===== src/rtl/uart_work_loader_if.sv =====
// uart_work_loader_if
//   Groups the byte-input and record-output signals of uart_work_loader.
//   The byte source and record consumer use the master modport; the loader uses slave.
//   rx_data/rx_ready   : byte and byte-ready level/pulse from uart_rx
//   work_data          : assembled payload, first received byte in the MSBs
//   work_valid/ready   : record handshake toward the hashing core
//   err_checksum       : 1-cycle pulse, frame rejected on checksum
//   err_timeout        : 1-cycle pulse, frame aborted on inter-byte timeout
//   drop_count         : saturating count of bytes dropped while a record is held
interface uart_work_loader_if #(
  parameter int PAYLOAD_BYTES = 44
);
  logic [7:0]                 rx_data;
  logic                       rx_ready;
  logic [PAYLOAD_BYTES*8-1:0] work_data;
  logic                       work_valid;
  logic                       work_ready;
  logic                       err_checksum;
  logic                       err_timeout;
  logic [7:0]                 drop_count;

  modport master (
    output rx_data, rx_ready, work_ready,
    input  work_data, work_valid, err_checksum, err_timeout, drop_count
  );

  modport slave (
    input  rx_data, rx_ready, work_ready,
    output work_data, work_valid, err_checksum, err_timeout, drop_count
  );
endinterface


===== src/rtl/uart_work_loader.sv =====
// uart_work_loader
//   Turns the uart_rx byte stream into framed, checksummed work records.
//   Frame: SYNC_BYTE, PAYLOAD_BYTES payload bytes, one check byte such that the
//   8-bit sum of payload and check byte is zero. A good frame is held on
//   work_data/work_valid until accepted; bytes arriving meanwhile are dropped
//   and counted. A gap of TIMEOUT_CYCLES inside a frame aborts it.
// Ports
//   clk   : system clock
//   reset : synchronous, active-high
//   bus   : uart_work_loader_if.slave (byte input, record output, status)
module uart_work_loader #(
  parameter int         PAYLOAD_BYTES  = 44,
  parameter logic [7:0] SYNC_BYTE      = 8'h55,
  parameter int         TIMEOUT_CYCLES = 43400
) (
  input logic               clk,
  input logic               reset,
  uart_work_loader_if.slave bus
);

  localparam int DW = PAYLOAD_BYTES * 8;
  localparam int CW = $clog2(PAYLOAD_BYTES + 1);
  localparam int TW = $clog2(TIMEOUT_CYCLES);
  localparam logic [CW-1:0] CNT_LAST   = CW'(PAYLOAD_BYTES - 1);
  localparam logic [TW-1:0] TIMER_LAST = TW'(TIMEOUT_CYCLES - 1);

  typedef enum logic [1:0] {IDLE, PAYLOAD, CHECK, HOLD} state_t;

  state_t        state, state_next;
  logic          rx_ready_q;
  logic [DW-1:0] work_data;
  logic [CW-1:0] byte_cnt;
  logic [7:0]    sum;
  logic [TW-1:0] timer;
  logic [7:0]    drop_count;
  logic          err_checksum, err_timeout;

  logic       strobe;
  logic       timer_hit;
  logic [7:0] sum_final;
  logic       start, take, cs_fail, tmo, drop;

  // One byte per rising edge of rx_ready, so level and pulse sources both work.
  assign strobe    = bus.rx_ready & ~rx_ready_q;
  assign timer_hit = (timer == TIMER_LAST);
  assign sum_final = sum + bus.rx_data;

  // NOTE: every signal written here gets a default first so no path can infer a latch.
  always_comb begin
    state_next = state;
    start      = 1'b0;
    take       = 1'b0;
    cs_fail    = 1'b0;
    tmo        = 1'b0;
    drop       = 1'b0;
    unique case (state)
      IDLE: begin
        if (strobe && bus.rx_data == SYNC_BYTE) begin
          start      = 1'b1;
          state_next = PAYLOAD;
        end
      end
      PAYLOAD: begin
        // A strobe on the timeout cycle wins: the byte is taken, no abort.
        if (strobe) begin
          take = 1'b1;
          if (byte_cnt == CNT_LAST) state_next = CHECK;
        end else if (timer_hit) begin
          tmo        = 1'b1;
          state_next = IDLE;
        end
      end
      CHECK: begin
        if (strobe) begin
          if (sum_final == 8'h00) begin
            state_next = HOLD;
          end else begin
            cs_fail    = 1'b1;
            state_next = IDLE;
          end
        end else if (timer_hit) begin
          tmo        = 1'b1;
          state_next = IDLE;
        end
      end
      HOLD: begin
        // Bytes here are dropped, never parsed as sync, including on the release cycle.
        drop = strobe;
        if (bus.work_ready) state_next = IDLE;
      end
      default: state_next = IDLE;
    endcase
  end

  // NOTE: state and datapath registers use non-blocking assignments so every
  // read in this block sees the pre-edge value.
  always_ff @(posedge clk) begin
    if (reset) begin
      state        <= IDLE;
      rx_ready_q   <= 1'b0;
      work_data    <= '0;
      byte_cnt     <= '0;
      sum          <= 8'h00;
      timer        <= '0;
      drop_count   <= 8'h00;
      err_checksum <= 1'b0;
      err_timeout  <= 1'b0;
    end else begin
      state        <= state_next;
      rx_ready_q   <= bus.rx_ready;
      err_checksum <= cs_fail;
      err_timeout  <= tmo;

      if (start) begin
        byte_cnt <= '0;
        sum      <= 8'h00;
        timer    <= '0;
      end else if (state == PAYLOAD || state == CHECK) begin
        if (strobe)          timer <= '0;
        else if (!timer_hit) timer <= timer + 1'b1;
      end

      if (take) begin
        work_data <= {work_data[DW-9:0], bus.rx_data};
        sum       <= sum_final;
        byte_cnt  <= byte_cnt + 1'b1;
      end

      if (drop && drop_count != 8'hFF) drop_count <= drop_count + 8'd1;
    end
  end

  // work_data only changes in PAYLOAD, so it is stable for the whole HOLD.
  assign bus.work_data    = work_data;
  assign bus.work_valid   = (state == HOLD);
  assign bus.err_checksum = err_checksum;
  assign bus.err_timeout  = err_timeout;
  assign bus.drop_count   = drop_count;

endmodule

===== src/flat_wrapper.sv =====
// flat-port wrapper written by rule: the top's interface ports become plain ports
module uart_work_loader_flat 
#(
  parameter int         PAYLOAD_BYTES  = 44,
  parameter logic [7:0] SYNC_BYTE      = 8'h55,
  parameter int         TIMEOUT_CYCLES = 43400
)
  (clk, reset, bus_rx_data, bus_rx_ready, bus_work_ready, bus_work_data, bus_work_valid, bus_err_checksum, bus_err_timeout, bus_drop_count);
  uart_work_loader_if #(.PAYLOAD_BYTES(PAYLOAD_BYTES)) bus_i ();
  input logic clk;
  input logic reset;
  input wire logic [$bits(bus_i.rx_data)-1:0] bus_rx_data;
  input wire logic [$bits(bus_i.rx_ready)-1:0] bus_rx_ready;
  input wire logic [$bits(bus_i.work_ready)-1:0] bus_work_ready;
  output wire logic [$bits(bus_i.work_data)-1:0] bus_work_data;
  output wire logic [$bits(bus_i.work_valid)-1:0] bus_work_valid;
  output wire logic [$bits(bus_i.err_checksum)-1:0] bus_err_checksum;
  output wire logic [$bits(bus_i.err_timeout)-1:0] bus_err_timeout;
  output wire logic [$bits(bus_i.drop_count)-1:0] bus_drop_count;
  assign bus_i.rx_data = bus_rx_data;
  assign bus_i.rx_ready = bus_rx_ready;
  assign bus_i.work_ready = bus_work_ready;
  assign bus_work_data = bus_i.work_data;
  assign bus_work_valid = bus_i.work_valid;
  assign bus_err_checksum = bus_i.err_checksum;
  assign bus_err_timeout = bus_i.err_timeout;
  assign bus_drop_count = bus_i.drop_count;
  uart_work_loader #(.PAYLOAD_BYTES(PAYLOAD_BYTES), .SYNC_BYTE(SYNC_BYTE), .TIMEOUT_CYCLES(TIMEOUT_CYCLES)) u_core (.clk(clk), .reset(reset), .bus(bus_i));
endmodule

===== config.mk =====
export PLATFORM = sky130hd
export DESIGN_NAME = uart_work_loader_flat
export DESIGN_NICKNAME = d
export VERILOG_FILES = /design/src/rtl/uart_work_loader_if.sv /design/src/rtl/uart_work_loader.sv /design/src/flat_wrapper.sv
export SDC_FILE = /design/constraint.sdc
export NUM_CORES = 1
export LEC_CHECK = 0
export BUFFER_PORTS_ARGS = -buffer_cell sky130_fd_sc_hd__buf_2
export CORE_ASPECT_RATIO = 1.5
export CORE_MARGIN = 8
export CORE_UTILIZATION = 24
export CTS_CLUSTER_DIAMETER = 100
export DETAILED_ROUTE_END_ITERATION = 10
export GPL_ROUTABILITY_DRIVEN = 1
export PLACE_DENSITY = 0.49
export SLEW_MARGIN = 20
export SYNTH_ARGS = -nofsm -noshare
export SYNTH_HDL_FRONTEND = slang
export SYNTH_SLANG_ARGS = --single-unit

===== constraint.sdc =====
create_clock -name clk -period 7 [get_ports clk]
set_input_delay 0.35 -clock clk [delete_from_list [all_inputs] [get_ports clk]]
set_output_delay 0.35 -clock clk [all_outputs]
set_load 0.03 [all_outputs]

# Word level (Yosys, flattened, before mapping)
# Index checks and enable logic that the tools add are counted.
[totals]
out_inout_bits = 363
inputBits = 12
reg_bits = 395
[classes]
muxes = 21
bitwise = 5
reduce_logical = 12
n_eq_ne = 11
add_sub_neg = 4
[ops]
columns = ["op", "n"]
rows = [
  ["16-bit 2-to-1 mux", 2],
  ["16-bit by 1-bit adder with 16-bit output (second input constant)", 1],
  ["16-bit equality test (second input constant)", 1],
  ["8-bit 2-to-1 mux", 2],
  ["2-bit 2-to-1 mux", 7],
  ["6-bit 2-to-1 mux", 2],
  ["8-bit by 1-bit adder with 8-bit output (second input constant)", 1],
  ["8-bit adder", 1],
  ["8-bit by 7-bit equality test with 1-bit output (second input constant)", 1],
  ["8-bit logical NOT", 1],
  ["8-bit != test (second input constant)", 1],
  ["2-bit one-hot mux with 4 select lines", 1],
  ["1-bit 2-to-1 mux", 7],
  ["6-bit by 1-bit adder with 6-bit output (second input constant)", 1],
  ["6-bit equality test (second input constant)", 1],
  ["3-bit OR reduction", 2],
  ["2-bit equality test (second input constant)", 2],
  ["2-bit by 1-bit != test with 1-bit output (second input constant)", 2],
  ["1-bit NOT", 4],
  ["2-bit OR reduction", 2],
  ["3-bit != test (second input constant)", 1],
  ["3-bit AND reduction", 1],
  ["2-bit by 1-bit equality test with 1-bit output (second input constant)", 1],
  ["1-bit logical AND", 2],
  ["other kinds (6)", 6],
]

# Logic depth before layout (Yosys ltp)
# Gate-level depths: netlist of run 1.
[depth]
ltp_word = 7
depth_mapped = 8
depth_no_buf = 7

# Worst setup path after synthesis of run 1
# No wires, ideal clock.
[synth_path]
path_kind = "input port to flip-flop"
start = "input bus_rx_data[0]"
end = "register u_core.err_checksum, in the netlist u_core.bus.err_checksum"
t_arrival_ps = 2193
path_stages = 7
setup_slack_ps = 4692
n_path_buf = 0
setup_time_ps = 116
t_required_ps = 6884
path_cell_list = "ha_1 -> fa_1 -> a211o_1 -> a21oi_1 -> o221ai_1 -> or4_4 -> and3_1"
[synth_between]
elab_chain_cells = 3
[synth_lines]
columns = ["element", "line_no", "source"]
rows = [
  ["start, declared", "flat_wrapper.sv:12", "input wire logic [$bits(bus_i.rx_data)-1:0] bus_rx_data;"],
  ["8-bit adder", "uart_work_loader.sv:46", "assign sum_final = sum + bus.rx_data;"],
  ["8-bit logical NOT", "uart_work_loader.sv:75", "if (sum_final == 8'h00) begin"],
  ["1-bit 2-to-1 mux", "uart_work_loader.sv:75", ""],
  ["end signal, assigned", "uart_work_loader.sv:111", "err_checksum <= cs_fail;"],
  ["end, declared", "uart_work_loader.sv:36", "logic err_checksum, err_timeout;"],
]
# No other way between the ends.
# A chain may end at the register's enable or synchronous reset.

# Final worst setup path of run 1
[layout_path]
start = "register u_core.rx_ready_q"
end = "register u_core.work_data[185], in the netlist u_core.bus.work_data[185]"
[layout_between]
elab_chain_cells = 4
[layout_lines]
columns = ["element", "line_no", "source"]
rows = [
  ["start, declared", "uart_work_loader.sv:30", "logic rx_ready_q;"],
  ["start signal, assigned", "uart_work_loader.sv:110", "rx_ready_q <= bus.rx_ready;"],
  ["1-bit NOT", "uart_work_loader.sv:44", "assign strobe = bus.rx_ready & ~rx_ready_q;"],
  ["1-bit bitwise AND", "uart_work_loader.sv:44", ""],
  ["1-bit 2-to-1 mux", "uart_work_loader.sv:65", "if (strobe) begin"],
  ["1-bit 2-to-1 mux", "uart_work_loader.sv:56", "unique case (state)"],
  ["end signal, assigned", "uart_work_loader.sv:124", "work_data <= {work_data[DW-9:0], bus.rx_data};"],
  ["end, declared", "uart_work_loader.sv:31", "logic [DW-1:0] work_data;"],
]
# No other way between the ends.

==> results.cfg, run 1 <==
[setup_path]
worstPathMaxFanout = 100
reg2reg_depth = 6
rr_startpoint = u_core.rx_ready_q$_SDFF_PP0_
cp_cell_sequence = nor2b_1 > and2_4 > buf_4 > buf_4 > nand2_1 > a21oi_1
path_common_cell = buf_4
crit_arrival_ns = 3.68
cpPeakStageDelay_ns = 0.85
rrSetupSlack_ns = 3.77
critPathSlowestCell = buf_4
startpoint_type = flop
reg2reg_to = u_core.bus.work_data[185]$_SDFFE_PP0P_
worstPathRequired_ns = 7.45
criticalPathCategory = flop to flop
cp-end-kind = flop

[route]
dr.pass1.iters = 5
vias_per_cell = 4.45
routedWlPerCell_um = 16.2
routed_wl_um = 47000
drc = 0
vias = 12900
drt_iter0_markers = 977
antenna_left = 0

[cts]
cts_setup_buffers = 0
cts_tree = yes
cts_max_level = 2
clock-root-buffer = clkbuf_16
holdBufCountCts = 0
cts-resized-gates = 0
clkTransAtPathRegs_ns = 0.06
clk_latency_ns = 0.55
cts_buffers = 42
cts_sinks = 395
clk_path_buf_depth = 3

[synth]
ys_seq_elements = 395
syn_inst = 1797
netlist_area_um2 = 14300
avgSynthCellArea_um2 = 7.97
synthFlopType = dfxtp_1
synth-seq-area-share = 0.552
synth-edff-count = 0
synth-async-reset-ratio = 0
yosys_warnings = 0
synth_fp_nets = 1824
synth_cell_types = 51

[floorplan]
die_w_um = 215
dieArea_um2 = 67900
floorplan.initialDensity = 0.243
core_area_um2 = 58900
io-pin-count = 375
rows = 109
die_h_um = 315

[sta]
slew_viol_final = 0
grt_setup_unrepaired = no
slew_headroom = 0.132
hold_violations = 0
setup_tns_ns = 0
min_period_over_period = 0.462
fin_skew_ns = 0.0228
fmax_ghz = 0.310
tightest_slew_ns = 1.30
fin_crit_ns = 3.23
setup_viol = 0

[global_routing]
grt_pass1_vias = 12500
grt.total_usage = 0.130
grt_start_max_net_pins = 206
grt_pass1_wl_um = 72600
grt_overflow = 0
antenna_found_initial = 1

[layout]
fin_area_um2 = 18200
nNetsFinal = 2123
n_fill_cell = 6459
drive_gt1_frac = 0.217
area_delta_synth_final_pct = 27.3
final_util = 0.309

[power]
total_power_w = 0.00473
p_per_area_nw_per_um2 = 260
p_leak_nw = 7.26
vdd_drop_max_v = 0.000186

[place]
place_congestion = 0.771
port_buffers = 374
postPlaceCellArea_um2 = 16800
hpwl_um = 32100

[hold_path]
min_to = u_core.bus.work_data[4]$_SDFFE_PP0P_
worstHoldPathCells = 3
worstHoldStart = bus_rx_data[4]
hold_class = primary input to flop

[status]
status = finished clean

[flow_run]
drv_cap = 0
## stage by stage
stage	setup WS (ns)	hold slack [ns]	instances
2_1_floorplan	4.69	0.453	1797
3_3_place_gp	3.75	0.438	2829
3_5_place_dp	3.63	0.447	2829
4_1_cts	3.81	0.0214	2906
5_1_grt	3.44	0.0483	2906
6_report	3.77	0.0780	2907
## cell usage after synthesis, types with 5 or more instances
library cell | number | area share
nand2_1 | 712 | 0.19
dfxtp_1 | 395 | 0.55
a21oi_1 | 366 | 0.13
clkbuf_1 | 95 | 0.025
nor2_1 | 37 | 0.0097
buf_2 | 30 | 0.010
xor2_1 | 17 | 0.010
ha_1 | 14 | 0.012
nand3_1 | 11 | 0.0038
nor2b_1 | 9 | 0.0039
o21ai_0 | 8 | 0.0028
a22oi_1 | 7 | 0.0037
inv_1 | 7 | 0.0018
and2_1 | 6 | 0.0026
and3_1 | 6 | 0.0026
nand4_1 | 6 | 0.0026
nor3_1 | 5 | 0.0017
or3_1 | 5 | 0.0022
## sequential cells by signal, indices dropped and copies added (netlist names)
| register | flops |
|---|---|
| u_core.bus.err_checksum | 1 |
| u_core.state | 2 |
| u_core.byte_cnt | 6 |
| u_core.bus.drop_count | 8 |
| u_core.sum | 8 |
| u_core.rx_ready_q | 1 |
| u_core.bus.err_timeout | 1 |
| u_core.bus.work_data | 352 |
| u_core.timer | 16 |
## cell families (layout without fill, tap and decap cells)
group | count (synthesis) | count (layout) | share of synthesized area
muxes | 3 | 3 | 0.00210
AOI/OAI and AO/OA | 407 | 407 | 0.151
adders and majority gates | 15 | 15 | 0.0136
xor gates and xnor gates | 21 | 21 | 0.0128
DFF | 395 | 395 | 0.552
other | 0 | 1 | 0
and+or+nand+nor | 822 | 822 | 0.231
buffers and inverters | 134 | 466 | 0.0378
## routing by layer
layer  share of wire  GRT usage
met3           0.086     0.0499
met1            0.41      0.153
met5               0          0
met2            0.47      0.216
met4           0.029     0.0437
## worst max-delay path: cells and delay by family (launching register included)
family          cells  cell delay, ns
buf+inv             2            1.35
flops               1            0.32
compound gates      1            0.17
simple gates        3            1.14
## area by class of cell
class                      count  area (um^2)  share of cell area
multi-input combinational   1268         5880               0.322
timing repair buffer         382         1980               0.109
sequential                   395         7910               0.434
tap                          777          972              0.0534
clock buffer                  61         1270              0.0695
clock inverter                16          193              0.0106
inverter                       7         26.3             0.00144
antenna                        1         2.50            0.000137
## report_power, final
part	total, W	switching (W)	internal, W	leakage [nW]
Clock	0.00234	0.000932	0.00141	0.718
Sequential	0.00225	0.00000272	0.00225	3.18
Combinational	0.000140	0.000115	0.0000250	3.36
Total	0.00473	0.00105	0.00368	7.26
## placed cells by master, fill, tap and decap left out, types with 8 or more instances in the layout
cell,instances
nor2_1,37
buf_2,373
nor2b_1,9
clkbuf_1,8
ha_1,14
xor2_1,17
clkinv_2,8
nand2_1,712
o21ai_0,8
nand3_1,11
clkbuf_8,8
dfxtp_1,395
clkbuf_16,45
a21oi_1,365
## how the worst max path moves through the flow
stage	startpoint	depth (start not counted)	end
2_1_floorplan	bus_rx_data[0]	7	u_core.bus.err_checksum$_SDFF_PP0_
3_3_place_gp	bus_rx_ready	7	u_core.bus.work_data[211]$_SDFFE_PP0P_
3_5_place_dp	bus_rx_ready	7	u_core.bus.work_data[229]$_SDFFE_PP0P_
4_1_cts	u_core.rx_ready_q$_SDFF_PP0_	6	u_core.bus.work_data[185]$_SDFFE_PP0P_
5_1_grt	u_core.rx_ready_q$_SDFF_PP0_	6	u_core.bus.work_data[185]$_SDFFE_PP0P_
6_report	u_core.rx_ready_q$_SDFF_PP0_	6	u_core.bus.work_data[185]$_SDFFE_PP0P_
Power figures use the tool's default switching activity.
==> run 2, diff against run 1 <==
==> constraint.sdc (replaced) <==
create_clock -name clk -period 3.26 [get_ports clk]
set_input_delay 0.163 -clock clk [delete_from_list [all_inputs] [get_ports clk]]
set_output_delay 0.163 -clock clk [all_outputs]
set_load 0.03 [all_outputs]
==> run 2 against run 1 <==
Net effect:
- wire length rose by 1.7%
- core utilization increased by 0.35 points
- sequential cell count unchanged
- power is 110% higher
- sequential power increased by 120%
- die area unchanged
- global-route usage grew 0.20 points
- largest cell class unchanged
- register-to-register slack worse by 3.0 ns
- first-iteration DRC count increased by 5.8%
- highest routed layer is now met5
- final area rose by 1.1%
==> results.cfg, run 2 (synthesis results as in run 1) <==
[place]
postPlaceCellArea_um2 = 17000
place_congestion = 0.818
hpwl_um = 33700
port_buffers = 374

[power]
pwr-share-seq = 0.482
comb_power_share = 0.034
p_sw_w = 0.00224
p_leak_nw = 7.36
p_per_area_nw_per_um2 = 545
vdd_drop_max_v = 0.000369
p_clk_frac = 0.484
internal_power_w = 0.00779
swShare = 0.224

[floorplan]
rows = 109
floorplan.initialDensity = 0.243
die_w_um = 215
die_h_um = 315
core_area_um2 = 58900
io-pin-count = 375
dieArea_um2 = 67900

[layout]
final_cell_mix = 712 x nand2_1, 395 x dfxtp_1, 373 x buf_2
area_delta_synth_final_pct = 28.7
drive_gt1_frac = 0.218
final_common_cell = nand2_1
largestRegisters = u_core.bus.work_data: 352 flops, u_core.timer: 16 flops
diodes = 0
fin_area_um2 = 18400
largest_reg_flops = 352
top_register = u_core.bus.work_data
final_util = 0.313
nNetsFinal = 2145

[route]
vias = 13000
vias_per_cell = 4.45
antenna_left = 0
routedWlPerCell_um = 16.4
dr.pass1.iters = 5
drt_iter0_markers = 1034
drc = 0
routed_wl_um = 47800

[setup_path]
startpoint_type = flop
cp-end-kind = flop
cpPeakStageDelay_ns = 0.52
worstPathMaxFanout = 3
critPathTopFamily = compound AO/OA/AOI/OAI gates
crit_arrival_ns = 2.88
rrSetupSlack_ns = 0.78
critPathSlowestCell = o311ai_0
reg2reg_to = u_core.state[1]$_SDFFE_PP0P_
crit_buf_inv = 0
reg2reg_depth = 7
criticalPathCategory = flop to flop
worstPathRequired_ns = 3.67
cp_cell_sequence = ha_1 > fa_1 > a211o_1 > and3_1 > o311ai_0 > or4_4 > a41oi_2
rr_startpoint = u_core.sum[0]$_SDFFE_PP0P_

[sta]
grt_setup_unrepaired = no
fin_crit_ns = 2.48
fin_skew_ns = 0.0191
setup_tns_ns = 0
slew_viol_final = 0
hold_violations = 0
hold_slack_ns = 0.108
setup_viol = 0
min_period_over_period = 0.759
fmax_ghz = 0.404
tightest_slew_ns = 0.746
slew_headroom = 0.503

[cts]
cts_tree = yes
cts_sinks = 395
cts_max_level = 2
cts-resized-gates = 0
clock-root-buffer = clkbuf_16
clkTransAtPathRegs_ns = 0.06
clk_path_buf_depth = 3
clk_latency_ns = 0.55
cts_buffers = 41

[hold_path]
hold_class = primary input to flop
min_to = u_core.sum[4]$_SDFFE_PP0P_
worstHoldStart = reset
worstHoldPathCells = 2

[global_routing]
grt_pass1_vias = 12300
antenna_found_initial = 1
grt_overflow = 0
grt_start_max_net_pins = 148
grt_pass1_wl_um = 73000
grt.total_usage = 0.132

[flow_run]
drv_cap = 0

[status]
status = finished clean
-- run 2: per-stage QoR --
step / power (W) / setup slack [ns] / cells
3_3_place_gp: 0.00527 / 0.868 / 2843
5_1_grt: 0.0104 / 0.646 / 2925
2_1_floorplan: 0.00517 / 1.02 / 1797
3_5_place_dp: 0.00528 / 0.851 / 2843
4_1_cts: 0.0102 / 0.838 / 2925
6_report: 0.0100 / 0.784 / 2925
-- run 2: worst max-delay path by stage --
stage	from	end	slack, ns	cells past startpoint
floorplan	u_core.sum[0]$_SDFFE_PP0P_	u_core.bus.err_checksum$_SDFF_PP0_	1.02	7
detailed placement	bus_rx_data[0]	u_core.state[1]$_SDFFE_PP0P_	0.85	8
finish	u_core.sum[0]$_SDFFE_PP0P_	u_core.state[1]$_SDFFE_PP0P_	0.78	7
CTS	u_core.sum[0]$_SDFFE_PP0P_	u_core.state[1]$_SDFFE_PP0P_	0.84	7
global route	u_core.sum[0]$_SDFFE_PP0P_	u_core.state[1]$_SDFFE_PP0P_	0.65	7
global placement	bus_rx_data[0]	u_core.state[1]$_SDFFE_PP0P_	0.87	8
-- run 2: metal layers --
layer / track usage / up-vias / wire length [um]
met3: 0.0506 / 62 / 4070
met4: 0.0419 / 2 / 1230
met2: 0.225 / 390 / 23100
met5: 0 / - / 13
li1: - / 6519 / -
met1: 0.152 / 6046 / 19400
-- run 2: worst register-to-register path, stage by stage, from the launching register on --
cell	delay, ns
dfxtp_1	0.31
ha_1	0.22
fa_1	0.41
a211o_1	0.31
and3_1	0.20
o311ai_0	0.52
or4_4	0.25
a41oi_2	0.10
-- run 2: final cells by class --
cell class | count | area [um^2]
tap | 777 | 972
inverter | 7 | 26.3
clock buffer | 57 | 1160
clock inverter | 16 | 219
sequential | 395 | 7910
multi-input combinational | 1268 | 5870
timing repair buffer | 405 | 2270
fill | 6378 | 40500
-- run 2: power groups by stage --
| stage | clock network [W] | logic [W] | registers (W) |
|---|---|---|---|
| after floorplan | 0 | 0.000224 | 0.00495 |
| after global placement | 0 | 0.000327 | 0.00495 |
| after detailed placement | 0 | 0.000333 | 0.00495 |
| after CTS | 0.00504 | 0.000343 | 0.00484 |
| after global routing | 0.00522 | 0.000373 | 0.00484 |
| final | 0.00486 | 0.000340 | 0.00484 |
-- run 2: timing repair --
item | in CTS | in global routing
hold buffers | 9 | 0
endpoints found under the hold margin | 9 | 0
setup buffers | 0 | 0
endpoints found under the setup margin | 0 | 0
==> run 3, diff against run 2 <==
==> constraint.sdc (replaced) <==
create_clock -name clk -period 2.5 [get_ports clk]
set_input_delay 0.125 -clock clk [delete_from_list [all_inputs] [get_ports clk]]
set_output_delay 0.125 -clock clk [all_outputs]
set_load 0.03 [all_outputs]
==> run 3 against run 2 <==
Net effect:
- first-iteration DRC count down 3.1%
- power rose by 26%
- via count rose by 0.18%
- clock skew rose by 0.0066 ns
- hold slack better by 0.13 ns
- global-route usage increased by 0.089 points
- sequential share of layout area increased by 0.25 points
- clock power rose by 21%
- critical path type unchanged
- critical endpoint is now u_core.bus.err_checksum$_SDFF_PP0_
- largest power group is now sequential cells
==> results.cfg, run 3 (synthesis results as in run 1) <==
[layout]
final_cell_mix = 712 x nand2_1, 395 x dfxtp_1, 373 x buf_2
drive_gt1_frac = 0.217
final_util = 0.311
fin_area_um2 = 18300
largestRegisters = u_core.bus.work_data: 352 flops, u_core.timer: 16 flops
top_register = u_core.bus.work_data
nNetsFinal = 2148
final_common_cell = nand2_1
largest_reg_flops = 352
diodes = 0
area_delta_synth_final_pct = 28.0

[place]
port_buffers = 374
hpwl_um = 33700
place_congestion = 0.779
postPlaceCellArea_um2 = 16900

[sta]
min_period_over_period = 0.977
tightest_slew_ns = 0.782
slew_viol_final = 0
slew_headroom = 0.479
fmax_ghz = 0.409
setup_viol = 0
fin_skew_ns = 0.0258
fin_crit_ns = 2.44
grt_setup_unrepaired = no
hold_violations = 0
setup_tns_ns = 0

[cts]
clk_latency_ns = 0.56
cts_tree = yes
clk_path_buf_depth = 3
cts_max_level = 2
clock-root-buffer = clkbuf_16
clkTransAtPathRegs_ns = 0.06
cts_setup_buffers = 0
cts_sinks = 395
cts_buffers = 41

[status]
status = finished clean

[floorplan]
rows = 109
io-pin-count = 375
die_w_um = 215
core_area_um2 = 58900
die_h_um = 315
floorplan.initialDensity = 0.243
dieArea_um2 = 67900

[route]
drc = 0
dr.pass1.iters = 5
vias = 13000
drt_iter0_markers = 1002
routedWlPerCell_um = 16.3
vias_per_cell = 4.46
antenna_left = 0
routed_wl_um = 47800

[power]
p_per_area_nw_per_um2 = 690
vdd_drop_max_v = 0.000545
p_leak_nw = 7.31
total_power_w = 0.0126

[flow_run]
drv_cap = 0

[hold_path]
worstHoldStart = bus_work_ready
hold_class = primary input to flop

[global_routing]
grt_pass1_vias = 12600
grt_start_max_net_pins = 155
antenna_found_initial = 0
grt.total_usage = 0.133
grt_overflow = 0
grt_pass1_wl_um = 74100

[setup_path]
worstPathRequired_ns = 2.94
rr_startpoint = u_core.sum[0]$_SDFFE_PP0P_
crit_path_start = u_core.sum[0]$_SDFFE_PP0P_
crit_arrival_ns = 2.88
criticalPathCategory = flop to flop
worstPathMaxFanout = 3
startpoint_type = flop
cp-end-kind = flop
run 3: timing repair:
item	in CTS	in global routing
setup endpoints to repair	0	3
resized for setup	0	1
hold endpoints to repair	15	0
hold buffers	11	0
run 3: worst max-delay path: stages (launching register included):
cell and delay (ns):
dfxtp_1 0.31, ha_1 0.22, fa_1 0.42, a211o_1 0.31, a21oi_1 0.20, o221ai_1 0.17, or4_4 0.52, and3_1 0.18
run 3: per-stage QoR:
stage | hold WS (ns) | setup slack [ns] | std cells
3_3_place_gp | 0.385 | 0.111 | 2844
5_1_grt | 0.219 | 0.0186 | 2925
3_5_place_dp | 0.398 | 0.0493 | 2844
2_1_floorplan | 0.253 | 0.260 | 1797
4_1_cts | 0.161 | 0.0263 | 2925
6_report | 0.235 | 0.0564 | 2925
run 3: final cells by class:
cell class	count	area, um^2
inverters	7	26.3
clock inverters	12	114
clock buffers	58	1160
flip-flops and latches	395	7910
repair buffers	408	2260
fillers	6401	40600
multi-input cells	1268	5880
well taps	777	972
run 3: power by group:
| group | internal [W] | total [W] | switching (W) |
|---|---|---|---|
| registers | 0.00630 | 0.00631 | 0.00000786 |
| clock network | 0.00334 | 0.00590 | 0.00256 |
| logic | 0.000103 | 0.000437 | 0.000334 |
| total | 0.00975 | 0.0126 | 0.00290 |
run 3: worst paths after layout:
check                                           endpoint  slack (ns)  cells past startpoint
hold / removal              u_core.state[0]$_SDFFE_PP0P_        0.24                      5
setup / recovery      u_core.bus.err_checksum$_SDFF_PP0_        0.06                      7
setup reg to reg      u_core.bus.err_checksum$_SDFF_PP0_        0.06                      7
hold reg to reg   u_core.bus.work_data[349]$_SDFFE_PP0P_        0.45                      2
run 3: per-layer routing:
layer | track usage | up-vias | part of all wire
met5 | 0 | - | 0
met4 | 0.0405 | 0 | 0.025
met1 | 0.153 | 6070 | 0.41
li1 | - | 6511 | -
met3 | 0.0499 | 69 | 0.084
met2 | 0.228 | 392 | 0.48
